[config.mk]
export PLATFORM = sky130hd
export DESIGN_NAME = csm_arbiter
export DESIGN_NICKNAME = d
export VERILOG_FILES = /design/src/rtl/csm_pkg.sv /design/src/rtl/csm_port_capture.sv /design/src/rtl/csm_arbiter.sv
export SDC_FILE = /design/constraint.sdc
export NUM_CORES = 1
export LEC_CHECK = 0
export ABC_CLOCK_PERIOD_IN_PS = 4740
export BUFFER_PORTS_ARGS = -buffer_cell sky130_fd_sc_hd__buf_2
export CORE_MARGIN = 10
export CORE_UTILIZATION = 50
export CTS_CLUSTER_SIZE = 20
export DETAILED_ROUTE_END_ITERATION = 7
export PLACE_DENSITY_LB_ADDON = 0.15
export RECOVER_POWER = 50
export SYNTH_ARGS = -nofsm -noshare
export SYNTH_HDL_FRONTEND = slang
export SYNTH_SLANG_ARGS = --single-unit
[constraint.sdc]
create_clock -name clk -period 4.74 [get_ports clk]
set_input_delay 0.948 -clock clk [delete_from_list [all_inputs] [get_ports clk]]
set_output_delay 0.948 -clock clk [all_outputs]
set_load 0.005 [all_outputs]
[src/rtl/csm_pkg.sv]
// Shared types for the CSM storage-array arbiter.
package csm_pkg;

  typedef enum logic [1:0] {
    ERR_OK       = 2'b00,
    ERR_LOCKWAIT = 2'b01,
    ERR_REVOKED  = 2'b10,
    ERR_BADREL   = 2'b11
  } err_t;

  typedef enum logic [1:0] {
    IDLE   = 2'b00,
    ACCESS = 2'b01,
    RDWAIT = 2'b10,
    RESP   = 2'b11
  } state_t;

  typedef enum logic {
    PORT_A = 1'b0,
    PORT_B = 1'b1
  } port_t;

  // Status reported with an ack; a revoked lock outranks a bad release,
  // which outranks having waited on the other port's lock.
  function automatic err_t encode_err(input logic revoked, input logic badrel,
                                      input logic lockwait);
    if (revoked)       return ERR_REVOKED;
    else if (badrel)   return ERR_BADREL;
    else if (lockwait) return ERR_LOCKWAIT;
    else               return ERR_OK;
  endfunction

endpackage

[src/rtl/csm_port_capture.sv]
// Per-port front end: splits the multiplexed AD bus into address and write
// data, holds the pending request until the arbiter acks it, and latches
// release pulses until the arbiter gets round to applying them.
module csm_port_capture
  import csm_pkg::*;
#(
  parameter int DATA_W = 8
) (
  input  logic              clk,
  input  logic              reset_n,
  input  logic [DATA_W-1:0] in_ad,
  input  logic              rw,
  input  logic              enable,
  input  logic              hold,
  input  logic              rel,
  input  logic              done,
  input  logic              rel_consume,
  output logic [DATA_W-1:0] addr,
  output logic [DATA_W-1:0] wdata,
  output logic              rw_q,
  output logic              hold_q,
  output logic              pending,
  output logic              capturing,
  output logic              rel_pend
);

  logic enable_d;
  logic start;

  // A rising edge only opens a transaction when nothing is in flight.
  assign start = enable & ~enable_d & ~pending & ~capturing;

  // Address phase, write-data phase, pending flag and release latch.
  always_ff @(posedge clk) begin
    if (!reset_n) begin
      enable_d  <= 1'b0;
      addr      <= '0;
      wdata     <= '0;
      rw_q      <= 1'b0;
      hold_q    <= 1'b0;
      pending   <= 1'b0;
      capturing <= 1'b0;
      rel_pend  <= 1'b0;
    end else begin
      enable_d <= enable;
      // done is applied first so a request opened in the ack cycle of an
      // idle-port BADREL response is not lost.
      if (done) pending <= 1'b0;
      if (start) begin
        addr   <= in_ad;
        rw_q   <= rw;
        hold_q <= hold;
        if (rw) pending   <= 1'b1;
        else    capturing <= 1'b1;
      end
      if (capturing) begin
        wdata     <= in_ad;
        capturing <= 1'b0;
        pending   <= 1'b1;
      end
      // A fresh pulse survives a consume in the same cycle.
      rel_pend <= rel | (rel_pend & ~rel_consume);
    end
  end

endmodule

[src/rtl/csm_arbiter.sv]
// Round-robin arbiter sequencing the single-ported CSM array between
// requester ports A and B, with a hold/release lock and starvation timeout.
//
// state  | meaning
// IDLE   | apply latched releases, pick a port (or a BADREL-only ack)
// ACCESS | drive the array strobe for the granted port, take the lock
// RDWAIT | register the array read data
// RESP   | ack the granted port with its status, clear its request
module csm_arbiter
  import csm_pkg::*;
#(
  parameter int DATA_W       = 8,
  parameter int HOLD_TIMEOUT = 16,
  parameter bit RR_INIT      = 1'b0
) (
  input  logic              clk,
  input  logic              reset_n,
  input  logic [DATA_W-1:0] A_in_AD,
  input  logic              A_rw,
  input  logic              A_enable,
  input  logic              A_hold,
  input  logic              A_release,
  output logic              A_ack,
  output logic [DATA_W-1:0] A_out_data,
  output logic [1:0]        A_err,
  input  logic [DATA_W-1:0] B_in_AD,
  input  logic              B_rw,
  input  logic              B_enable,
  input  logic              B_hold,
  input  logic              B_release,
  output logic              B_ack,
  output logic [DATA_W-1:0] B_out_data,
  output logic [1:0]        B_err,
  output logic [DATA_W-1:0] mem_addr,
  output logic [DATA_W-1:0] mem_wdata,
  output logic              mem_we,
  output logic              mem_re,
  input  logic [DATA_W-1:0] mem_rdata
);

  localparam int CNT_W = $clog2(HOLD_TIMEOUT + 1);
  localparam logic [CNT_W-1:0] TMR_LOAD = CNT_W'(HOLD_TIMEOUT - 1);

  logic [DATA_W-1:0] addr_q  [2];
  logic [DATA_W-1:0] wdata_q [2];
  logic [1:0] pend, cap, rw_q, hold_q, rel_pend;
  logic [1:0] done, rel_consume;

  state_t state, state_nxt;
  port_t  grant, grant_nxt;
  port_t  rr_ptr, rr_nxt;
  port_t  lock_owner;
  logic   lock_valid;
  logic [CNT_W-1:0] tmr;
  logic [1:0] revoked, badrel, lockwait;
  logic [DATA_W-1:0] rdata_q;
  logic resp_rd;

  logic own_a, own_b, lock_rel, lock_free, tmr_run, tmo_hit;
  logic [1:0] badrel_set, badrel_eff, idle_ack, elig, lockwait_set, revoke_set;
  logic acc_en, rsp_en;
  err_t resp_err;

  csm_port_capture #(.DATA_W(DATA_W)) u_cap_a (
    .clk(clk), .reset_n(reset_n), .in_ad(A_in_AD), .rw(A_rw), .enable(A_enable),
    .hold(A_hold), .rel(A_release), .done(done[0]), .rel_consume(rel_consume[0]),
    .addr(addr_q[0]), .wdata(wdata_q[0]), .rw_q(rw_q[0]), .hold_q(hold_q[0]),
    .pending(pend[0]), .capturing(cap[0]), .rel_pend(rel_pend[0])
  );

  csm_port_capture #(.DATA_W(DATA_W)) u_cap_b (
    .clk(clk), .reset_n(reset_n), .in_ad(B_in_AD), .rw(B_rw), .enable(B_enable),
    .hold(B_hold), .rel(B_release), .done(done[1]), .rel_consume(rel_consume[1]),
    .addr(addr_q[1]), .wdata(wdata_q[1]), .rw_q(rw_q[1]), .hold_q(hold_q[1]),
    .pending(pend[1]), .capturing(cap[1]), .rel_pend(rel_pend[1])
  );

  assign own_a = lock_valid && (lock_owner == PORT_A);
  assign own_b = lock_valid && (lock_owner == PORT_B);

  // Releases are applied before arbitration, so a dropped lock is free for
  // the grant decided in the same IDLE cycle.
  always_comb begin
    rel_consume = 2'b00;
    badrel_set  = 2'b00;
    lock_rel    = 1'b0;
    if (state == IDLE) begin
      rel_consume   = rel_pend;
      lock_rel      = (rel_pend[0] & own_a) | (rel_pend[1] & own_b);
      badrel_set[0] = rel_pend[0] & ~own_a;
      badrel_set[1] = rel_pend[1] & ~own_b;
    end
    lock_free  = ~lock_valid | lock_rel;
    elig[0]    = pend[0] & (lock_free | own_a);
    elig[1]    = pend[1] & (lock_free | own_b);
    badrel_eff = badrel | badrel_set;
    idle_ack   = badrel_eff & ~pend & ~cap;
  end

  // Next state, grant and round-robin pointer; the pointer only moves when
  // both ports actually contended.
  always_comb begin
    state_nxt = state;
    grant_nxt = grant;
    rr_nxt    = rr_ptr;
    unique case (state)
      IDLE: begin
        if (idle_ack[0]) begin
          state_nxt = RESP;
          grant_nxt = PORT_A;
        end else if (idle_ack[1]) begin
          state_nxt = RESP;
          grant_nxt = PORT_B;
        end else if (elig[0] && elig[1]) begin
          state_nxt = ACCESS;
          grant_nxt = rr_ptr;
          rr_nxt    = (rr_ptr == PORT_A) ? PORT_B : PORT_A;
        end else if (elig[0]) begin
          state_nxt = ACCESS;
          grant_nxt = PORT_A;
        end else if (elig[1]) begin
          state_nxt = ACCESS;
          grant_nxt = PORT_B;
        end
      end
      ACCESS:  state_nxt = rw_q[grant] ? RDWAIT : RESP;
      RDWAIT:  state_nxt = RESP;
      RESP:    state_nxt = IDLE;
      default: state_nxt = IDLE;
    endcase
  end

  // FSM state, grant and pointer registers.
  always_ff @(posedge clk) begin
    if (!reset_n) begin
      state  <= IDLE;
      grant  <= PORT_A;
      rr_ptr <= port_t'(RR_INIT);
    end else begin
      state  <= state_nxt;
      grant  <= grant_nxt;
      rr_ptr <= rr_nxt;
    end
  end

  // Starvation timer: loaded while idle, counts down while the owner sits
  // idle on the lock and the other port waits.
  assign tmr_run = (own_a & pend[1] & ~pend[0]) | (own_b & pend[0] & ~pend[1]);
  assign tmo_hit = tmr_run && (tmr == '0);

  always_ff @(posedge clk) begin
    if (!reset_n)                tmr <= TMR_LOAD;
    else if (!tmr_run || tmo_hit) tmr <= TMR_LOAD;
    else                         tmr <= tmr - 1'b1;
  end

  // Lock ownership: taken at ACCESS with hold, dropped by release or timeout.
  always_ff @(posedge clk) begin
    if (!reset_n) begin
      lock_valid <= 1'b0;
      lock_owner <= PORT_A;
    end else if (tmo_hit || lock_rel) begin
      lock_valid <= 1'b0;
    end else if (state == ACCESS && hold_q[grant] && !lock_valid) begin
      lock_valid <= 1'b1;
      lock_owner <= grant;
    end
  end

  assign lockwait_set = {pend[1] & own_a, pend[0] & own_b};
  assign revoke_set   = {tmo_hit & own_b, tmo_hit & own_a};
  assign done[0]      = (state == RESP) && (grant == PORT_A);
  assign done[1]      = (state == RESP) && (grant == PORT_B);

  // Per-port status flags, all cleared by that port's ack.
  always_ff @(posedge clk) begin
    if (!reset_n) begin
      revoked  <= 2'b00;
      badrel   <= 2'b00;
      lockwait <= 2'b00;
    end else begin
      revoked  <= (revoked | revoke_set) & ~done;
      badrel   <= badrel_eff & ~done;
      lockwait <= (lockwait | lockwait_set) & ~done;
    end
  end

  // Response data path: read data and whether the ack carries it.
  always_ff @(posedge clk) begin
    if (!reset_n) begin
      rdata_q <= '0;
      resp_rd <= 1'b0;
    end else begin
      if (state == RDWAIT) rdata_q <= mem_rdata;
      if (state == ACCESS)    resp_rd <= rw_q[grant];
      else if (state == IDLE) resp_rd <= 1'b0;
    end
  end

  // Outputs are forced quiet while reset is asserted, even mid-transaction.
  assign acc_en    = (state == ACCESS) && reset_n;
  assign rsp_en    = (state == RESP) && reset_n;
  assign mem_addr  = acc_en ? addr_q[grant] : '0;
  assign mem_we    = acc_en & ~rw_q[grant];
  assign mem_re    = acc_en & rw_q[grant];
  assign mem_wdata = mem_we ? wdata_q[grant] : '0;

  assign resp_err   = encode_err(revoked[grant], badrel[grant], lockwait[grant]);
  assign A_ack      = rsp_en && (grant == PORT_A);
  assign B_ack      = rsp_en && (grant == PORT_B);
  assign A_err      = A_ack ? resp_err : ERR_OK;
  assign B_err      = B_ack ? resp_err : ERR_OK;
  assign A_out_data = (A_ack && resp_rd) ? rdata_q : '0;
  assign B_out_data = (B_ack && resp_rd) ? rdata_q : '0;

endmodule

==> key figures, run 1 <==
Power and ir drop
  • PD cells: approximately 420 mW/mm2
  • VDD IR max: between 200 and 300 uV
  • Total chip power: between 1.5 and 2 mW
  • P_leak: around 1.6 nW

Synthesis
  • Yosys top cell by area: dfxtp_1
  • Syn Area/Cell: 8.59 um2
  • Yosys cell types: 40
  • Yosys top cell area share: between 40% and 50%
  • Mapped Nets: slightly above 400
  • Seq cells post-synth: 70
  • Post-synthesis cell count: between 300 and 400
  • Cell Area, Synth: approximately 0.0032 mm2
  • Synth area leaders: dfxtp_1, mux2i_1, nor2_1, nand2_1, a21oi_1
  • Syn. warnings: 0
  • Sequential-to-total area share from yosys stat: roughly 44%

Timing
  • Fmax: ~310 MHz
  • Min cycle time layout: about 3.2 ns
  • Slew @ Worst Pin: about 1.7 ns
  • WHS: between 0.4 and 0.5 ns
  • Final period util: 67.2%
  • RSZ-0062 raised after global routing: no
  • Setup violators final: 0
  • Setup Skew: between 0.009 and 0.01 ns
  • Final hold vios: 0
  • Final TNS setup: 0 ns
  • Slew Viols, Final: 55
  • Setup ws final: roughly 1.6 ns
  • Slew margin rel.: -13.2%

Clock network
  • Post-CTS Setup Inserts: 0
  • Clk sinks: 70
  • Clk root buf: clkbuf_8
  • Clk buf depth: 2
  • CTS Buf Count: 9
  • H-tree Lvls: 3
  • CTS tree: yes
  • Worst-skew pair later-pin latency: around 0.35 ns
  • CTS clock-pin slew for the worst setup and hold paths: ~0.08 ns
  • Post-CTS Resized: 0
  • Hold_buf cts: 0

Finish
  • Final nets: around 480
  • Final core occ: ~60%
  • Syn-to-layout area delta: 18.9%
  • Share of cells above drive strength 1: 21.0%
  • Antenna diodes: 0

Die
  • Core area: roughly 0.0063 mm2
  • IO Pins: 74
  • Die height: 99.8 um
  • Initial Utilization: just over 50%
  • Die X: 99.8 um
  • Die Area: roughly 0.010 mm2
  • Site Rows: 29

Setup path
  • CP required: between 3 and 4 ns
  • Arr. time, crit path: between 2 and 2.5 ns
  • Crit path from: reset_n
  • RR Startpoint: state[0]
  • Crit path max-delay cell type: nand3_1
  • CP endpoint kind: output pin
  • Critical path's top delay family: simple AND/OR/NAND/NOR gates
  • Max incr delay on CP: a little under 0.5 ns
  • CP Buf/Inv Count: 2
  • CP cell instances: clkbuf_1 > nand3_1 > nor2_1 > buf_2
  • Highest net fanout along the worst path: 15
  • Critical Path Source Type: input port
  • Crit Path Class: in2out

Drt
  • Vias per inst: approximately 5.3
  • Post-route DRC violation count: 0
  • Vias: roughly 2800
  • DRT iter0 DRCs: ~150
  • WL/cell: about 15 um
  • Wirelength, routed: roughly 7900 um
  • Drt first pass iters: 5
  • Post-DRT Antenna Nets: 0

Global routing
  • GR Util met1: a little under a fifth
  • Met3 Use GR: under 10%
  • Number of antenna violations at the first check in global routing: 0
  • Number of global-route vias before repair: 2719
  • Gr usage total: 15.8%
  • Top Usage Layer GRT: met2
  • Grt ovf: 0
  • Largest net degree at the start of global routing: 55
  • Met2 usage: about 25%
  • First-pass GRT wire length: between 10000 and 15000 um

Placed design
  • GPL Wtd Cong: 0.875
  • I/O Buffers: 73
  • Post-Place Setup Slack: between 1.5 and 2 ns
  • DP HPWL: around 5700 um

Run status
  • Status: complete, but fails checks
  • Failing checks: max-capacitance violations, max-slew violations

Flow run
  • Max-Cap Viols: 1

Min path
  • Worst min-delay path class: reg2reg
  • Worst Hold Launch: tmr[0]
registers in the layout, summed over array words and instances, names as in the netlist, 2 cells and up:
name	count
u_cap_a.wdata	8
revoked	2
tmr	5
u_cap_a.addr	8
badrel	2
u_cap_b.wdata	8
state	2
u_cap_b.addr	8
rdata_q	8
lockwait	2
stage by stage:
step                      cells  instance area, um2
after floorplan             371                3190
after global placement      504                3560
after detailed placement    504                3560
after CTS                   520                3810
after global routing        520                3790
final                       520                3790
cell type report:
| type | count | area, um2 |
|---|---|---|
| Fill cell | 589 | 2490 |
| Multi-Input combinational cell | 272 | 1630 |
| Sequential cell | 70 | 1400 |
| Tap cell | 77 | 96.3 |
| Clock inverter | 5 | 106 |
| Clock buffer | 11 | 141 |
| Timing Repair Buffer | 74 | 372 |
| Inverter | 11 | 41.3 |
worst paths after layout:
kind         slack [ns]  depth (start not counted)           end
min reg2reg        0.40                          1        tmr[0]
max reg2reg        2.69                          6         grant
max                1.56                          4  mem_wdata[7]
min                0.40                          1        tmr[0]
cells in the mapped netlist, drive strengths merged:
master	number
dfxtp	70
nor2	61
nand2	53
mux2i	42
a21oi	37
and2	13
and3	11
inv	11
buf	10
clkbuf	8
ha	6
nand3	6
o21ai	6
nor3	5
nand3b	4
nand2b	3
xnor2	3
a31oi	2
mux2	2
nor2b	2
nor4b	2
a211oi	1
a21o	1
a2bb2oi	1
a41oi	1
nand4	1
nor4	1
o2111a	1
o2111ai	1
o211ai	1
o21a	1
o32ai	1
or3	1
or3b	1
or4b	1
power by group:
group          leakage (nW)  internal [mW]  total (mW)  switching, mW
clock                 0.120          0.365       0.594          0.229
sequential            0.571          0.640       0.687         0.0465
combinational         0.951          0.133       0.319          0.186
total                  1.64           1.14        1.60          0.462
cells in the final DEF, fill, tap and decap left out, types with 2 or more instances in the layout:
master / netlist / routed
buf_2: 7 / 72
dfxtp_1: 70 / 70
nor2_1: 61 / 61
nand2_1: 53 / 53
mux2i_1: 42 / 42
a21oi_1: 37 / 37
inv_1: 10 / 11
and3_1: 10 / 11
and2_1: 13 / 11
clkbuf_8: 0 / 10
nand3_1: 6 / 6
ha_1: 6 / 6
nor3_1: 5 / 5
o21ai_0: 5 / 5
nand3b_1: 4 / 4
nand2b_1: 3 / 3
xnor2_1: 3 / 3
bufinv_16: 0 / 3
nor2b_1: 2 / 2
nor4b_4: 2 / 2
and2_0: 0 / 2
a31oi_1: 2 / 2
mux2_2: 2 / 2
clkbuf_1: 8 / 2
worst register-to-register path, delay by kind of cell, from the launching register on:
kind,cells,cell delay [ns]
and+or+nand+nor,1,0.25
adders and majority gates,1,0.33
DFF,1,0.39
AOI/OAI and AO/OA,3,0.88
buffers and inverters,1,0.11
routing by layer:
layer,up-vias,part of all wire [%]
met1,1286,45
met3,10,6.3
li1,1383,-
met5,-,0
met2,74,47
met4,0,1.3
cells by family (layout without fill, tap and decap cells):
family	count (synthesis)	count (layout)	share of synthesized area, %
and+or+nand+nor	165	165	24.7
DFF	70	70	44.0
AOI/OAI and AO/OA	54	54	9.94
muxes	44	44	13.9
buffers and inverters	29	101	4.28
adders and majority gates	6	6	2.36
xor gates and xnor gates	3	3	0.825
Note: power is estimated with default switching activity, not from simulation.
==> run 2: changes to the inputs <==
ABC_CLOCK_PERIOD_IN_PS = 3000   (was 4740)
clock period = 3 ns   (was 4.74 ns; I/O delays follow)
==> run 2 against run 1 <==
The run now ends clean. Core utilization down 0.82 points. Critical path depth unchanged. Worst hold slack better by 0.0053 ns. Clock power grew 28%. Wire length is 0.16% higher. Sequential cell count unchanged. Critical endpoint is now mem_wdata[4]. Largest cell class unchanged. Largest power group unchanged.
==> key figures, run 2 (synthesis results as in run 1) <==
Power and ir drop
  • Sw Ratio: 30.9%
  • Total chip power: about 2.4 mW
  • Clock Power Share: roughly a third
  • P_leak: approximately 1.6 nW
  • Power Internal: between 1.5 and 2 mW
  • PD cells: about 630 mW/mm2
  • Combinational fraction of design power: a little over a fifth
  • VDD IR max: approximately 400 uV
  • Register share of total power: between 40 and 50%
  • NetSw: about 0.73 mW

Clock network
  • Hold_buf cts: 0
  • CTS Buf Count: 9
  • Worst-skew pair later-pin latency: 0.35 ns
  • CTS tree: yes
  • Clk sinks: 70
  • H-tree Lvls: 3
  • CTS clock-pin slew for the worst setup and hold paths: roughly 0.07 ns
  • Clk root buf: clkbuf_8
  • Post-CTS Setup Inserts: 0
  • Post-CTS Resized: 0
  • Clk buf depth: 2

Placed design
  • GPL Wtd Cong: just under 0.9
  • Placed cell area: 0.00357 mm2
  • DP HPWL: about 5800 um
  • I/O Buffers: 73

Die
  • Die Area: ~0.01 mm2
  • Core area: roughly 0.0063 mm2
  • Die height: between 90 and 100 um
  • Die X: approximately 100 um
  • Initial Utilization: approximately half
  • Site Rows: 29
  • IO Pins: 74

Drt
  • Max layer used: met4
  • Post-DRT Antenna Nets: 0
  • Metal-1 WL: around 3700 um
  • WL/cell: approximately 15 um
  • Drt first pass iters: 4
  • Vias per inst: around 5.2
  • DRT iter0 DRCs: approximately 140
  • Met3 WL: roughly 370 um
  • Metal2 WL: around 3700 um
  • Wirelength, routed: 7960 um
  • Post-route DRC violation count: 0
  • Vias: ~2700

Setup path
  • Crit path max-delay cell type: nand3_1
  • Highest net fanout along the worst path: 15
  • Critical Path Source Type: input port
  • Crit Path Class: in2out
  • CP Buf/Inv Count: 2
  • CP required: ~2.4 ns
  • CP endpoint kind: output pin
  • Arr. time, crit path: between 1.5 and 2 ns
  • Max incr delay on CP: slightly above 0.5 ns
  • CP cell instances: clkbuf_1 > nand3_1 > nor2_1 > buf_2
  • Critical path's top delay family: simple AND/OR/NAND/NOR gates

Finish
  • Syn-to-layout area delta: 17.3%
  • Multi-input logic area: about 0.0016 mm2
  • Final nets: 480
  • Share of cells above drive strength 1: about a fifth
  • Most frequent cells in the layout: buf_2, dfxtp_1, nor2_1
  • Most common cell after layout, fill and taps aside: buf_2
  • Fillers: around 600
  • Reg area: approximately 0.0014 mm2
  • Design area: 0.00374 mm2
  • Antenna diodes: 0

Run status
  • Status: finished clean

Timing
  • Setup violators final: 0
  • Slew Viols, Final: 0
  • WHS: about 0.4 ns
  • Setup Skew: 0.00821 ns
  • Final period util: 84.2%
  • Slew margin rel.: 29.0%
  • Fmax: 396 MHz
  • RSZ-0062 raised after global routing: no
  • Min cycle time layout: between 2 and 3 ns
  • Final TNS setup: 0 ns
  • Final hold vios: 0
  • Slew @ Worst Pin: approximately 1.1 ns

Global routing
  • Grt ovf: 0
  • Number of antenna violations at the first check in global routing: 0
  • Number of global-route vias before repair: between 2000 and 3000
  • First-pass GRT wire length: approximately 14000 um
  • Gr usage total: approximately 17%
  • Largest net degree at the start of global routing: 34

Min path
  • Worst min-delay path class: reg2reg

Flow run
  • Max-Cap Viols: 0
## run 2: cell types whose count changed in the layout (fill, tap and decap cells not counted), sizes merged
cell,previous run,this run
bufinv,3,1
clkbuf,12,13
clkinv,1,4
## run 2: area by class of cell
class	count	share of cell area (%)
clock buffers	10	3.68
clock inverters	6	1.64
inverters	11	1.10
multi-input cells	272	43.3
flip-flops and latches	70	37.5
well taps	77	2.58
repair buffers	76	10.2
## run 2: metal layers
metal / up-vias / track usage (%)
met1: 1262 / 20.5
met4: 0 / 6.73
li1: 1388 / -
met2: 57 / 26.4
met5: - / 0
met3: 11 / 4.95
## run 2: power groups by stage
| stage | logic, mW | registers (mW) | clock network [mW] |
|---|---|---|---|
| final | 0.509 | 1.08 | 0.760 |
| after global routing | 0.577 | 1.10 | 0.821 |
| after CTS | 0.518 | 1.09 | 0.774 |
| after detailed placement | 0.515 | 1.11 | 0 |
| after global placement | 0.507 | 1.10 | 0 |
| after floorplan | 0.404 | 1.07 | 0 |
## run 2: final timing paths
check | slack [ns] | to | from | depth (start not counted)
max | 0.47 | mem_wdata[4] | reset_n | 4
min | 0.41 | tmr[0] | tmr[0] | 1
max reg2reg | 0.87 | grant | state[0] | 6
min reg2reg | 0.41 | tmr[0] | tmr[0] | 1
## run 2: stage by stage
step / util [%] / cells / worst slack, ns
6_report: 59.5 / 522 / 0.474
5_1_grt: 59.5 / 522 / 0.300
4_1_cts: 60.1 / 522 / 0.475
3_5_place_dp: 56.9 / 506 / 0.811
3_3_place_gp: 56.9 / 506 / 0.845
2_1_floorplan: - / 371 / 1.20
==> run 3: changes to the inputs <==
ABC_CLOCK_PERIOD_IN_PS = 2050   (was 3000)
CORE_UTILIZATION = 48   (was 50)
clock period = 2.05 ns   (was 3 ns; I/O delays follow)
==> run 3 against run 2 <==
Total power grew 64%. Combinational power increased by 60%. Worst hold slack worse by 0.15 ns. Sequential cell count is the same. Critical endpoint is now mem_re. Register-to-register slack worse by 0.70 ns. First-iteration DRC count shrank 19%. Global-route usage shrank 0.38 points. Critical path depth up 1. Wire length increased by 1.7%.
==> key figures, run 3 (synthesis results as in run 1) <==
Die
  • IO Pins: 74
  • Site Rows: 29
  • Core area: 0.00639 mm2
  • Die Area: between 0.01 and 0.015 mm2
  • Die height: approximately 100 um
  • Die X: just over 100 um
  • Initial Utilization: between 40 and 50%

Global routing
  • Number of antenna violations at the first check in global routing: 0
  • First-pass GRT wire length: 13400 um
  • Grt ovf: 0
  • Largest net degree at the start of global routing: 25
  • Number of global-route vias before repair: 2817
  • Gr usage total: between 15 and 20%

Clock network
  • Worst-skew pair later-pin latency: 0.35 ns
  • H-tree Lvls: 3
  • Clk root buf: clkbuf_8
  • Clk buf depth: 2
  • CTS clock-pin slew for the worst setup and hold paths: roughly 0.07 ns
  • Hold_buf cts: 0
  • Clk sinks: 70
  • CTS Buf Count: 9
  • CTS tree: yes

Run status
  • Status: finished clean

Setup path
  • Max incr delay on CP: 0.36 ns
  • Crit path max-delay cell type: dfxtp_2
  • CP endpoint kind: output pin
  • Critical Path Source Type: flip-flop
  • CP required: around 1.6 ns
  • CP cell instances: inv_1 > ha_2 > nand2_2 > nor2_1 > buf_2
  • Arr. time, crit path: about 1.6 ns
  • Crit Path Class: reg2out
  • Highest net fanout along the worst path: 9

Timing
  • Slew Viols, Final: 0
  • Slew margin rel.: 59.5%
  • Setup ws final: ~0.086 ns
  • Final hold vios: 0
  • WHS: 0.258 ns
  • Min cycle time layout: approximately 2.0 ns
  • Slew @ Worst Pin: between 0.6 and 0.7 ns
  • Final period util: 95.8%
  • RSZ-0062 raised after global routing: yes
  • Setup Skew: between 0.009 and 0.01 ns
  • Setup violators final: 0
  • Fmax: between 500 and 600 MHz

Finish
  • Most common cell after layout, fill and taps aside: buf_2
  • Syn-to-layout area delta: 24.1%
  • Antenna diodes: 0
  • Share of cells above drive strength 1: between 20% and 30%
  • Final nets: roughly 490
  • Most frequent cells in the layout: buf_2, dfxtp_1, nor2_1
  • Final Non-Filler Cells: 530

Drt
  • Vias per inst: 5.25
  • DRT iter0 DRCs: about 120
  • Max layer used: met4
  • Vias: around 2800
  • Drt first pass iters: 4
  • Met3 WL: between 400 and 500 um
  • Wirelength, routed: 8100 um
  • WL/cell: about 15 um
  • Post-route DRC violation count: 0
  • Post-DRT Antenna Nets: 0
  • Metal-1 WL: 3630 um
  • Metal2 WL: between 3000 and 4000 um

Power and ir drop
  • VDD IR max: slightly below 900 uV
  • Clock Power Share: 37.5%
  • NetSw: ~1.1 mW
  • P_leak: approximately 1.7 nW
  • Sw Ratio: about 28%
  • PD cells: roughly 1000 mW/mm2
  • Combinational fraction of design power: around a fifth
  • Register share of total power: slightly above 40%
  • Power Internal: about 2.8 mW

Placed design
  • DP HPWL: 5920 um
  • I/O Buffers: 73
  • Placed insts: approximately 500
  • Post-Place Setup Slack: between 0.15 and 0.2 ns
  • GPL Wtd Cong: around 0.9

Min path
  • Worst min-delay path class: in2reg

Flow run
  • Max-Cap Viols: 0
[run 3: worst max-delay path, delay by kind of cell (launching register included)]
kind / cells / cell delay (ns)
buffers and inverters: 2 / 0.24
AND/OR/NAND/NOR: 2 / 0.36
adder cells (fa/ha/maj): 1 / 0.25
flip-flops: 1 / 0.36
[run 3: power groups by stage]
stage / clock [mW] / sequential (mW) / combinational [mW]
floorplan: 0 / 1.57 / 0.592
global placement: 0 / 1.61 / 0.758
detailed placement: 0 / 1.62 / 0.774
CTS: 1.48 / 1.59 / 0.804
global route: 1.53 / 1.63 / 0.907
finish: 1.45 / 1.61 / 0.813
[run 3: path summary, 6_finish.rpt]
| check | start | endpoint | cells past startpoint | slack (ns) |
|---|---|---|---|---|
| worst max-delay path | state[1] | mem_re | 5 | 0.09 |
| worst min-delay path | B_rw | u_cap_b.capturing | 2 | 0.26 |
| worst max register to register | state[0] | grant | 6 | 0.17 |
| worst min register to register | tmr[0] | tmr[0] | 1 | 0.41 |
[run 3: timing repair]
| item | in CTS | in global routing |
|---|---|---|
| buffers inserted | 2 | 0 |
| endpoints found under the setup margin | 35 | 28 |
| gates resized for setup | 8 | 7 |
| hold endpoints to repair | 0 | 0 |
[run 3: metal layers]
layer  up-vias  GRT usage (%)
met5         -              0
li1       1401              -
met4         0           6.11
met1      1321           19.2
met3         9           5.65
met2        52           26.4
[run 3: per-stage QoR]
stage | TNS, ns | power [mW] | utilization, % | area [um2]
after floorplan | 0 | 2.16 | - | 3190
after global placement | 0 | 2.37 | 56.9 | 3630
after detailed placement | 0 | 2.39 | 56.9 | 3630
after CTS | 0 | 3.87 | 61.5 | 3930
after global routing | -0.00643 | 4.06 | 61.9 | 3950
final | 0 | 3.87 | 61.9 | 3950
[run 3: layout make-up]
class                           instances  area, um2
Clock buffer                           10        128
Clock inverter                          6        134
Fill cell                             578       2430
Inverter                               11       41.3
Multi-Input combinational cell        272       1690
Sequential cell                        70       1410
Tap cell                               77       96.3
Timing Repair Buffer                   84        460
